<file path="config.mk">
export PLATFORM = sky130hd
export DESIGN_NAME = bch_decoder
export DESIGN_NICKNAME = d
export VERILOG_FILES = /design/src/rtl/bch_decoder.sv
export SDC_FILE = /design/constraint.sdc
export NUM_CORES = 1
export LEC_CHECK = 0
export ABC_AREA = 1
export CAP_MARGIN = 0
export CORE_MARGIN = 10
export CORE_UTILIZATION = 45
export DETAILED_ROUTE_END_ITERATION = 12
export PLACE_DENSITY = 0.71
export RECOVER_POWER = 100
export SKIP_LAST_GASP = 1
export SLEW_MARGIN = 30
export SYNTH_ARGS = -nofsm -noshare
export SYNTH_HDL_FRONTEND = slang
export SYNTH_SLANG_ARGS = --single-unit
</file>
<file path="constraint.sdc">
create_clock -name clk -period 1.8 [get_ports clk]
set_input_delay 0.36 -clock clk [delete_from_list [all_inputs] [get_ports clk]]
set_output_delay 0.36 -clock clk [all_outputs]
set_load 0.01 [all_outputs]
</file>
<file path="src/rtl/bch_decoder.sv">
// Serial SEC-DED decoder for the (63,56) code with g(x)=x^7+x^6+x^2+1.
// It computes the syndrome bit-serially, then searches x^j mod g(x) to locate a single error.
module bch_decoder (
  input  logic        clk,
  input  logic        rst,
  input  logic        start,
  input  logic [62:0] cw_in,
  output logic        busy,
  output logic        valid,
  output logic [55:0] data_out,
  output logic        err_corr,
  output logic        err_uncorr,
  output logic [5:0]  err_pos
);

  typedef enum logic [2:0] {
    IDLE   = 3'd0,
    SYND   = 3'd1,
    CHECK  = 3'd2,
    SEARCH = 3'd3,
    DONE   = 3'd4
  } state_t;

  state_t      state;
  logic [62:0] sr;
  logic [6:0]  s;
  logic [6:0]  r;
  logic [5:0]  cnt;
  logic [55:0] fixed_data;

  function automatic logic [6:0] synd_step(input logic [6:0] s_in, input logic b);
    logic [7:0] t;
    t = {s_in, b};
    if (t[7]) begin
      t = t ^ 8'hC5;
    end else begin
      t = t;
    end
    return t[6:0];
  endfunction

  // Multiply by x modulo g(x); x^7 reduces to x^6+x^2+1.
  function automatic logic [6:0] alpha_step(input logic [6:0] r_in);
    return {r_in[5:0], 1'b0} ^ (r_in[6] ? 7'h45 : 7'h00);
  endfunction

  function automatic logic parity7(input logic [6:0] v);
    return ^v;
  endfunction

  // Data field with bit cnt flipped; errors in parity positions leave data intact.
  always_comb begin
    fixed_data = sr[62:7];
    if (cnt >= 6'd7) begin
      fixed_data = sr[62:7] ^ (56'd1 << (cnt - 6'd7));
    end else begin
      fixed_data = sr[62:7];
    end
  end

  // Decoder FSM with registered status and result outputs.
  always_ff @(posedge clk) begin
    if (rst) begin
      state      <= IDLE;
      sr         <= 63'd0;
      s          <= 7'd0;
      r          <= 7'd0;
      cnt        <= 6'd0;
      busy       <= 1'b0;
      valid      <= 1'b0;
      data_out   <= 56'd0;
      err_corr   <= 1'b0;
      err_uncorr <= 1'b0;
      err_pos    <= 6'd0;
    end else begin
      case (state)
        IDLE: begin
          valid <= 1'b0;
          if (start) begin
            sr    <= cw_in;
            s     <= 7'd0;
            r     <= 7'd0;
            cnt   <= 6'd0;
            busy  <= 1'b1;
            state <= SYND;
          end else begin
            busy  <= 1'b0;
          end
        end
        // Rotating the register leaves the original codeword in place after 63 steps.
        SYND: begin
          if (cnt == 6'd63) begin
            cnt   <= 6'd0;
            state <= CHECK;
          end else begin
            s   <= synd_step(s, sr[62]);
            sr  <= {sr[61:0], sr[62]};
            cnt <= cnt + 6'd1;
          end
        end
        CHECK: begin
          if (s == 7'd0) begin
            data_out   <= sr[62:7];
            err_corr   <= 1'b0;
            err_uncorr <= 1'b0;
            err_pos    <= 6'd0;
            valid      <= 1'b1;
            state      <= DONE;
          end else if (!parity7(s)) begin
            data_out   <= sr[62:7];
            err_corr   <= 1'b0;
            err_uncorr <= 1'b1;
            err_pos    <= 6'd0;
            valid      <= 1'b1;
            state      <= DONE;
          end else begin
            r     <= 7'h01;
            cnt   <= 6'd0;
            state <= SEARCH;
          end
        end
        SEARCH: begin
          if (r == s) begin
            data_out   <= fixed_data;
            err_corr   <= 1'b1;
            err_uncorr <= 1'b0;
            err_pos    <= cnt;
            valid      <= 1'b1;
            state      <= DONE;
          end else if (cnt == 6'd62) begin
            data_out   <= sr[62:7];
            err_corr   <= 1'b0;
            err_uncorr <= 1'b1;
            err_pos    <= 6'd0;
            valid      <= 1'b1;
            state      <= DONE;
          end else begin
            r   <= alpha_step(r);
            cnt <= cnt + 6'd1;
          end
        end
        DONE: begin
          valid <= 1'b0;
          busy  <= 1'b0;
          state <= IDLE;
        end
        default: begin
          valid <= 1'b0;
          busy  <= 1'b0;
          state <= IDLE;
        end
      endcase
    end
  end

endmodule

</file>
Yosys cells after proc, flatten, opt, wreduce, memory -nomap -nowiden:

Index checks and enable logic that the tools add are counted.
Widths: inputs -> output; s select.

* input port bits: 66
* flip-flop bits (word level): 152
* word-level logic and storage cells: 101

* equal/unequal tests: 15
* order comparisons: 1
* add/subtract/negate cells: 2
* reduce and logical (&&, ||, !) cells: 14
* shifts and indexed selects: 1
* mux-type cells: 53
* bitwise logic cells: 4

Operator list (number)
* $mux 56: 5
* $mux 63: 2
* $pmux 63 s2: 1
* $pmux 56 s2: 1
* $mux 6: 10
* $mux 7: 8
* $shl 1x6->56 const A: 1
* $xor 56x56->56: 1
* $pmux 6 s4: 1
* $pmux 7 s3: 1
* $mux 3: 6
* $ne 2x2->1 const B: 7
* $pmux 7 s2: 1
* $eq 6x6->1 const B: 2
* $pmux 3 s4: 1
* $pmux 6 s2: 1
* $reduce_and 3->1: 4
* $reduce_and 6->1: 2
* $mux 1: 11
* $eq 7x7->1: 1
* $logic_not 7->1: 1
* $reduce_xor 7->1: 1
* $xor 7x7->7: 1
* $add 6x1->6 const B: 1
* other kinds (14): 19

Longest topological paths before layout:

Gate-level depths: netlist (run 1).

* depth after elaboration: 6
* gate-level depth with buffers: 15

Least setup slack after synthesis (run 1):

No wires, ideal clock.

* kind: reg2reg
* start: reg s[2]
* end: reg r[1]
* setup slack: 0.042 ns
* setup time: 0.129 ns
* period minus slack after synthesis: 1.758 ns
* cell stages (with the launch flop): 11
* data required time: 1.671 ns
* arrival time: 1.628 ns
* path buffers: 1
* cell sequence: dfxtp_1 > inv_1 > ha_1 > xor2_1 > nand2_1 > nand3_1 > nand2_2 > buf_1 > nand4_1 > nand2_1 > nor2_1

* word-level cells in the longest chain between the ends: 3
* elaborated cells on any way between the ends: 7
* those cells by class: eq/ne: 4; reduce/logical: 3

RTL lines
* start: declaration: line 26 `logic [6:0] s;`
* start signal: assignment: line 96 `s <= synd_step(s, sr[62]);`
* $eq 7x7->1, or another cell as far along: line 123 `if (r == s) begin`
* $ne 2x2->1 (no line)
* $reduce_and 6->1 (no line) (*)
* end signal: assignment: line 138 `r <= alpha_step(r);`
* end: declaration: line 27 `logic [6:0] r;`

Mark *: on every way between the ends. The rest lies on a longest branch, timed or not.
A chain may end at the register's enable or synchronous reset.

Worst setup path after layout (run 1):

* start: reg cnt[0]
* end: reg data_out[46]

* word-level cells in the longest chain between the ends: 6
* elaborated cells on any way between the ends: 10
* those cells by class: add/sub: 1; order compare: 1; eq/ne: 2; shift: 1; mux: 3; bitwise: 1; reduce/logical: 1

RTL lines
* start: declaration: line 28 `logic [5:0] cnt;`
* start signal: assignment: line 98 `cnt <= cnt + 6'd1;`
* start signal: assignment: line 139 `cnt <= cnt + 6'd1;`
* $sub 6x3->6: line 55 `fixed_data = sr[62:7] ^ (56'd1 << (cnt - 6'd7));`
* $shl 1x6->56: line 55
* $xor 56x56->56: line 55
* $mux 56: line 54 `if (cnt >= 6'd7) begin`
* $mux 56: line 123
* $pmux 56 s2: line 76 `case (state)`
* end signal: assignment: line 103 `data_out <= sr[62:7];`
* end signal: assignment: line 124 `data_out <= fixed_data;`
* end signal: assignment: line 131 `data_out <= sr[62:7];`
* end: declaration: line 10 `output logic [55:0] data_out,`

Several ways; a longest one is shown, not always the timed one.

==> results.md, run 1 <==
- Vias per cell: ~5.7
- Final WS setup: -0.09318 ns
- Worst path slowest cell: dfxtp_4
- Fmax: 528.2 MHz
- Initial core utilization: 46.20%
- Number of diodes: 0
- Synthesized cell area: 0.008728 mm2
- GPL Wtd Cong: 0.9140
- Fin util: 70.54%
- Worst hold start: busy$_SDFFE_PP0N_
- Mapped Cells: 1315
- CTS H-tree lvls: 4
- Die ar.: between 0.02 and 0.03 mm2
- I/O pin total: 132
- Vias in the first global route: 9289
- Max-cap violations: 0
- Final net count: 1608
- Critical Path End Type: flip-flop
- Setup Skew: 0.008046 ns
- Routed length per instance: about 19 um
- Net load switching power: 9.633 mW
- Int Pwr: 12.68 mW
- Pre-CTS WS: -0.2313 ns
- Flops & latches, synth: about 150
- Hold depth: 2
- Vias: 10291
- Sequential power share: 26.1%
- CTS tree: done
- Failing checks: negative setup slack
- Area of the multi-input gates: around 0.0055 mm2
- Post-route setup TNS: -1.617 ns
- Fin area: 0.01333 mm2
- Layout cell share with drive strength beyond 1: 27.93%
- Worst Tran Pin Value: 0.5099 ns
- Critical Path AT: roughly 2.3 ns
- Net Sw Frac: 43.17%
- Most frequent cells in the layout: nand2_1 (347), dfxtp_1 (142), inv_1 (113)
- Period utilization: 105.2%
- Wirelength, routed: 34.08 mm
- Worst R2R Setup Slack: -0.09 ns
- Final count of pins violating max slew: 0
- Synth unique cells: 35
- Critical Path Fanout Max: 5
- Routed Antenna Nets: 0
- Die X: 159.3 um
- Reg clk slew, reported paths: 0.07 ns
- Met2 WL: 15.82 mm
- Initial DRC Count: between 1000 and 1500
- Clk network pwr share: 16.0%
- Min cycle time layout: between 1.5 and 2 ns
- Pwr per Cell Area: 1674 mW/mm2
- Slew HR: 66.01%
- Drt pass-1 iters: 6
- TritonCTS Buffers: 17
- Row cnt: 50
- HP Class: reg2reg
- Critical path class: reg2reg
- CTS root buf: clkbuf_16
- Wl on met1: 13.88 mm
- CP peak stage delay: approximately 0.36 ns
- Crit path cell chain: ha_4 -> nand2_4 -> buf_6 -> nand2_8 -> nor2_4 -> nand2_2 -> nor2_2 -> buf_6 -> buf_6 -> nand4_1 -> nand3_4 -> nand2_2 -> inv_1
- RSZ-0062 raised after global routing: true
- Area of the core: 0.01889 mm2
- Final setup viols: between 50 and 60
- Cell family with most CP delay: simple AND/OR/NAND/NOR gates
- Worst path most repeated cell: buf_6
- P_leak: 5.737 nW
- Worst-case clock buffer depth: 2
- Reg-to-reg endpoint: data_out[46]$_SDFFE_PP0P_
- Reg2reg start: cnt[0]$_SDFFE_PP0P_
- Commonest non-fill, non-tap cell in the layout: nand2_1
- Maximum vdd drop: 1.025 mV
- FILL cells: 1458
- Met3 wire length: around 3.3 mm
- Synth warn: 0
- DP Area: 0.01102 mm2
- R2R depth: 13
- Area grow syn2layout: 52.68%
- Total GRT Usage: 23.56%
- DR DRC count: 0
- Syn_area_per_cell: 6.638 um2
- Buf+Inv Stages, Crit Path: 4
- Syn nets: between 1000 and 1500
- Antenna violations before repair: 1
- PortBufs: 131
- Comb pwr share: 57.9%
- WP data required: 2.18 ns
- Top layer in use: met5
- Global-route wire length before repair: slightly below 50 mm
- CP startpoint kind: flip-flop
- Largest net degree at the start of global routing: 73
- Status: complete, but fails checks
- Sequential Area: 0.003060 mm2
- DPL Wire Length: 20.52 mm
- WHS Endpoint: busy$_SDFFE_PP0N_
- CTS Sinks: 152
- Gr ovfl total: 0
- Hold Violations, Final: 0
- Worst skew pair latency: ~0.44 ns
- Register area share after synthesis: 34.86%
- Die span in y: 159.3 um
-- power by group through the flow --
stage / Clock [mW] / Combinational (mW) / Sequential, mW
after floorplan: 0 / 5.73 / 5.83
after global placement: 0 / 9.79 / 5.68
after detailed placement: 0 / 9.96 / 5.71
after CTS: 3.56 / 11.5 / 5.71
after global routing: 3.71 / 14.0 / 5.96
final: 3.58 / 12.9 / 5.82
-- how the worst max path moves through the flow --
stage                     cells after the start           startpoint                   endpoint
after detailed placement                     14    s[4]$_SDFFE_PP0P_        cnt[1]$_SDFFE_PP0P_
after global placement                       11    s[2]$_SDFFE_PP0P_        cnt[1]$_SDFFE_PP0P_
after floorplan                              10    s[2]$_SDFFE_PP0P_          r[1]$_SDFFE_PP0P_
after CTS                                    15    s[4]$_SDFFE_PP0P_  data_out[17]$_SDFFE_PP0P_
after global routing                         13  cnt[0]$_SDFFE_PP0P_  data_out[12]$_SDFFE_PP0P_
final                                        13  cnt[0]$_SDFFE_PP0P_  data_out[46]$_SDFFE_PP0P_
-- synth_stat cells --
cell type / count / area share (%)
a211oi_1: 3 / 0.26
a211oi_2: 3 / 0.43
a21oi_1: 64 / 3.7
a21oi_2: 8 / 0.80
a31oi_1: 65 / 4.7
buf_1: 1 / 0.043
buf_2: 29 / 1.7
buf_4: 13 / 1.1
buf_6: 12 / 1.5
clkbuf_1: 42 / 1.8
clkinv_4: 1 / 0.10
dfxtp_1: 152 / 35
ha_1: 8 / 1.1
inv_1: 123 / 5.3
inv_2: 9 / 0.39
nand2_1: 394 / 17
nand2_2: 9 / 0.65
nand2_4: 1 / 0.13
nand3_1: 88 / 5.0
nand3_2: 2 / 0.23
nand3b_1: 46 / 4.0
nand4_1: 85 / 6.1
nand4_2: 2 / 0.29
nand4_4: 1 / 0.24
nor2_1: 63 / 2.7
nor2_2: 3 / 0.22
nor2_4: 2 / 0.26
nor3_1: 4 / 0.23
nor3_2: 1 / 0.11
nor4_1: 1 / 0.072
o211ai_1: 1 / 0.086
o21ai_0: 71 / 4.1
o21ai_4: 1 / 0.19
xnor2_1: 3 / 0.30
xor2_1: 4 / 0.40
-- final cells by class --
cell class	instances	area share [%]
repair inverters	1	0.06572
multi-input cells	934	41.25
clock inverters	13	0.9764
clock buffers	19	3.324
repair buffers	295	25.10
inverters	133	3.878
well taps	260	2.441
flip-flops and latches	152	22.97
-- logic make-up (layout without fill, tap and decap cells) --
group | after synthesis | count (layout) | synth area share [%]
AOI/OAI and AO/OA | 216 | 216 | 14.16
xor gates and xnor gates | 7 | 7 | 0.7024
adders and majority gates | 8 | 8 | 1.147
buffers and inverters | 230 | 461 | 11.96
DFF | 152 | 152 | 34.86
and+or+nand+nor | 702 | 703 | 37.17
-- worst reg2reg max path, stage by stage, from the launching register on --
cell and delay (ns):
dfxtp_4 0.36, ha_4 0.18, nand2_4 0.09, buf_6 0.11
nand2_8 0.08, nor2_4 0.14, nand2_2 0.10, nor2_2 0.15
buf_6 0.14, buf_6 0.09, nand4_1 0.15, nand3_4 0.16
nand2_2 0.05, inv_1 0.04
-- sequential cells by signal (all words and copies together) (netlist names) --
signal / cells
busy: 1
r: 7
err_uncorr: 1
sr: 63
cnt: 6
s: 7
state: 3
err_pos: 6
data_out: 56
valid: 1
err_corr: 1
-- routing by layer --
layer	global-route usage, %	up-vias
met2	37.07	576
met5	0	-
met1	31.07	4773
met3	5.758	102
li1	-	4838
met4	7.287	2
-- metrics by stage --
step                std cells  power, mW  hold WS (ns)
detailed placement       1734      15.67        0.4583
global placement         1734      15.47        0.4513
CTS                      1782      20.81        0.4672
floorplan                1315      11.56        0.4385
finish                   1807      22.31        0.4635
global route             1807      23.63        0.4934
-- timing repair --
| action | CTS | global route |
|---|---|---|
| endpoints found under the setup margin | 144 | 137 |
| hold buffers | 0 | 0 |
| resized for setup | 138 | 204 |
| buffers inserted | 7 | 11 |
| gates cloned | 9 | 16 |
| pin swaps | 30 | 83 |
Note: power is estimated with default switching activity, not from simulation.
==> run 2, diff against run 1 <==
==> constraint.sdc (replaced) <==
create_clock -name clk -period 1.6 [get_ports clk]
set_input_delay 0.32 -clock clk [delete_from_list [all_inputs] [get_ports clk]]
set_output_delay 0.32 -clock clk [all_outputs]
set_load 0.01 [all_outputs]
==> run 2 against run 1 <==
Global-route usage decreased by 1.7 points. Fmax increased by 0.34%. Critical path type unchanged. Critical endpoint is now data_out[24]$_SDFFE_PP0P_. Hold slack got worse by 0.028 ns. The run still ends with negative setup slack left. Total power increased by 16%. Critical path depth unchanged. First-iteration DRC count increased by 14%. Final area increased by 2.8%.
==> results.md, run 2 (synthesized netlist as in run 1, its figures left out) <==
- Reg-to-reg endpoint: data_out[24]$_SDFFE_PP0P_ (was data_out[46]$_SDFFE_PP0P_)
- Pwr per Cell Area: 1882 mW/mm2 (was 1674 mW/mm2)
- Min cycle time layout: 1.887 ns (was 1.893 ns)
- Period utilization: 117.9% (was 105.2%)
- Final net count: 1644 (was 1608)
- I/O pin total: 132 (unchanged)
- Final setup viols: 151 (was 57)
- Vias: 10700 (was 10291)
- Drt pass-1 iters: 5 (was 6)
- DR DRC count: 0 (unchanged)
- Worst Tran Pin Value: 0.4390 ns (was 0.5099 ns)
- Largest register FFs: 63 (unchanged)
- CTS tree: done (unchanged)
- Area of the core: 0.01889 mm2 (unchanged)
- Die ar.: 0.02537 mm2 (unchanged)
- Overall power: 25.79 mW (was 22.31 mW)
- RSZ-0062 raised after global routing: true (unchanged)
- Initial DRC Count: 1185 (was 1044)
- Status: complete, but fails checks (unchanged)
- Setup Skew: 0.01232 ns (was 0.008046 ns)
- Pre-CTS WS: -0.3194 ns (was -0.2313 ns)
- WP data required: 1.98 ns (was 2.18 ns)
- CTS H-tree lvls: 4 (unchanged)
- CTS root buf: clkbuf_16 (unchanged)
- DPL Wire Length: 20.45 mm (was 20.52 mm)
- Vias per cell: 5.806 (was 5.695)
- Reg clk slew, reported paths: 0.07 ns (about the same)
- Critical Path AT: 2.27 ns (was 2.28 ns)
- Maximum vdd drop: 1.149 mV (was 1.025 mV)
- Global-route wire length before repair: 46.48 mm (was 49.56 mm)
- Largest regs: sr: 63 flops, data_out: 56 flops (unchanged)
- Max-cap violations: 0 (unchanged)
- Worst-case clock buffer depth: 2 (unchanged)
- Worst skew pair latency: 0.45 ns (was 0.44 ns)
- Total GRT Usage: 21.84% (was 23.56%)
- Routed Antenna Nets: 0 (unchanged)
- Routed length per instance: 19.27 um (was 18.86 um)
- Row cnt: 50 (unchanged)
- TritonCTS Buffers: 17 (unchanged)
- Die X: 159.3 um (unchanged)
- Reg2reg start: s[2]$_SDFFE_PP0P_ (was cnt[0]$_SDFFE_PP0P_)
- WHS Endpoint: sr[2]$_SDFFE_PP0P_ (was busy$_SDFFE_PP0N_)
- Antenna violations before repair: 0 (was 1)
- Gr ovfl total: 0 (unchanged)
- Largest Register: sr (unchanged)
- Hold depth: 3 (was 2)
- Largest net degree at the start of global routing: 70 (was 73)
- Final WS setup: -0.2867 ns (was -0.09318 ns)
- Wirelength, routed: 35.52 mm (was 34.08 mm)
- Worst hold start: cw_in[2] (was busy$_SDFFE_PP0N_)
- Die span in y: 159.3 um (unchanged)
- Number of diodes: 0 (unchanged)
- P_leak: 5.766 nW (was 5.737 nW)
- CP startpoint kind: flip-flop (unchanged)
- Most frequent cells in the layout: nand2_1 (341), dfxtp_1 (139), buf_4 (118) (was nand2_1 (347), dfxtp_1 (142), inv_1 (113))
- Initial core utilization: 46.20% (unchanged)
- R2R depth: 13 (unchanged)
- Fmax: 530.0 MHz (was 528.2 MHz)
- Worst R2R Setup Slack: -0.29 ns (was -0.09 ns)
- Commonest non-fill, non-tap cell in the layout: nand2_1 (unchanged)
- Area grow syn2layout: 56.99% (was 52.68%)
- Slew HR: 70.60% (was 66.01%)
- GPL Wtd Cong: 0.9515 (was 0.9140)
- PortBufs: 131 (unchanged)
- Critical path class: reg2reg (unchanged)
- Vias in the first global route: 9126 (was 9289)
- Failing checks: negative setup slack (unchanged)
- Hold Violations, Final: 0 (unchanged)
- Critical Path Fanout Max: 6 (was 5)
- Final count of pins violating max slew: 0 (unchanged)
- HP Class: in2reg (was reg2reg)
- Critical Path End Type: flip-flop (unchanged)
- CTS Sinks: 152 (unchanged)
- Layout cell share with drive strength beyond 1: 29.06% (was 27.93%)
==> run 2: cell types whose count changed in the layout (fill, tap and decap cells not counted), sizes merged <==
cell and change:
buf +32, bufinv -1, inv +4, nand2 +1
clkbuf +14, clkdlybuf4s50 -30, clkdlybuf4s25 +57, bufbuf -1
dlygate4sd3 -36, clkinv -4
==> run 2: how the worst max path moves through the flow <==
stage	start	cells past startpoint	slack, ns	endpoint
2_1_floorplan	cnt[0]$_SDFFE_PP0P_	10	-0.005	r[4]$_SDFFE_PP0P_
3_3_place_gp	cnt[2]$_SDFFE_PP0P_	12	-0.30	data_out[46]$_SDFFE_PP0P_
3_5_place_dp	cnt[2]$_SDFFE_PP0P_	12	-0.32	data_out[46]$_SDFFE_PP0P_
4_1_cts	s[4]$_SDFFE_PP0P_	13	-0.19	data_out[6]$_SDFFE_PP0P_
5_1_grt	s[2]$_SDFFE_PP0P_	13	-0.36	data_out[24]$_SDFFE_PP0P_
6_report	s[2]$_SDFFE_PP0P_	13	-0.29	data_out[24]$_SDFFE_PP0P_
==> run 2: per-layer routing <==
| layer | global-route usage [%] | up-vias | part of all wire [%] |
|---|---|---|---|
| met5 | 0 | - | 0 |
| met4 | 6.192 | 0 | 4.0 |
| met3 | 4.518 | 159 | 9.7 |
| met2 | 35.09 | 633 | 46 |
| met1 | 28.93 | 5005 | 40 |
| li1 | - | 4903 | - |
==> run 2: report_power, final <==
group / internal, mW / leakage [nW] / total, mW / switching, mW
sequential: 5.36 / 1.26 / 6.64 / 1.28
combinational: 6.88 / 4.23 / 15.1 / 8.20
clock: 2.28 / 0.280 / 4.06 / 1.78
==> run 2: what timing repair did <==
action                                  CTS  global route
setup buffers                             7            11
hold buffers                              0             0
resized for setup                        56           311
endpoints found under the setup margin  217           217
gates cloned                              2            29
pin swaps                                 9            72
==> run 2: stage by stage <==
stage	instance area, um2	hold slack (ns)	setup TNS [ns]	cells	utilization, %
floorplan	8830	0.3910	-0.009803	1315	-
global placement	11380	0.4622	-21.26	1762	60.23
detailed placement	11380	0.4630	-25.02	1762	60.23
CTS	12260	0.4435	-24.26	1803	64.91
global route	13700	0.4620	-37.52	1843	72.53
finish	13700	0.4351	-27.49	1843	72.53
==> run 2: cell type report <==
cell class | count | area (um2)
fill | 1420 | 5190
timing repair buffer | 330 | 3631
tap | 260 | 325.3
clock buffer | 20 | 466.7
inverter | 133 | 536.8
multi-input combinational | 935 | 5540
sequential | 152 | 3072
timing repair inverter | 1 | 16.27
clock inverter | 12 | 115.1
==> run 2: worst max-delay path: stages (launching register included) <==
cell and delay (ns):
dfxtp_2 0.36, inv_4 0.05, nand2_1 0.10, nand2_2 0.09, nor2_4 0.12, nand2_4 0.07, nor3_4 0.20, buf_12 0.15
clkbuf_16 0.17, clkbuf_16 0.14, nand3_1 0.08, nand2_1 0.08, nand2_1 0.07, a21oi_1 0.12
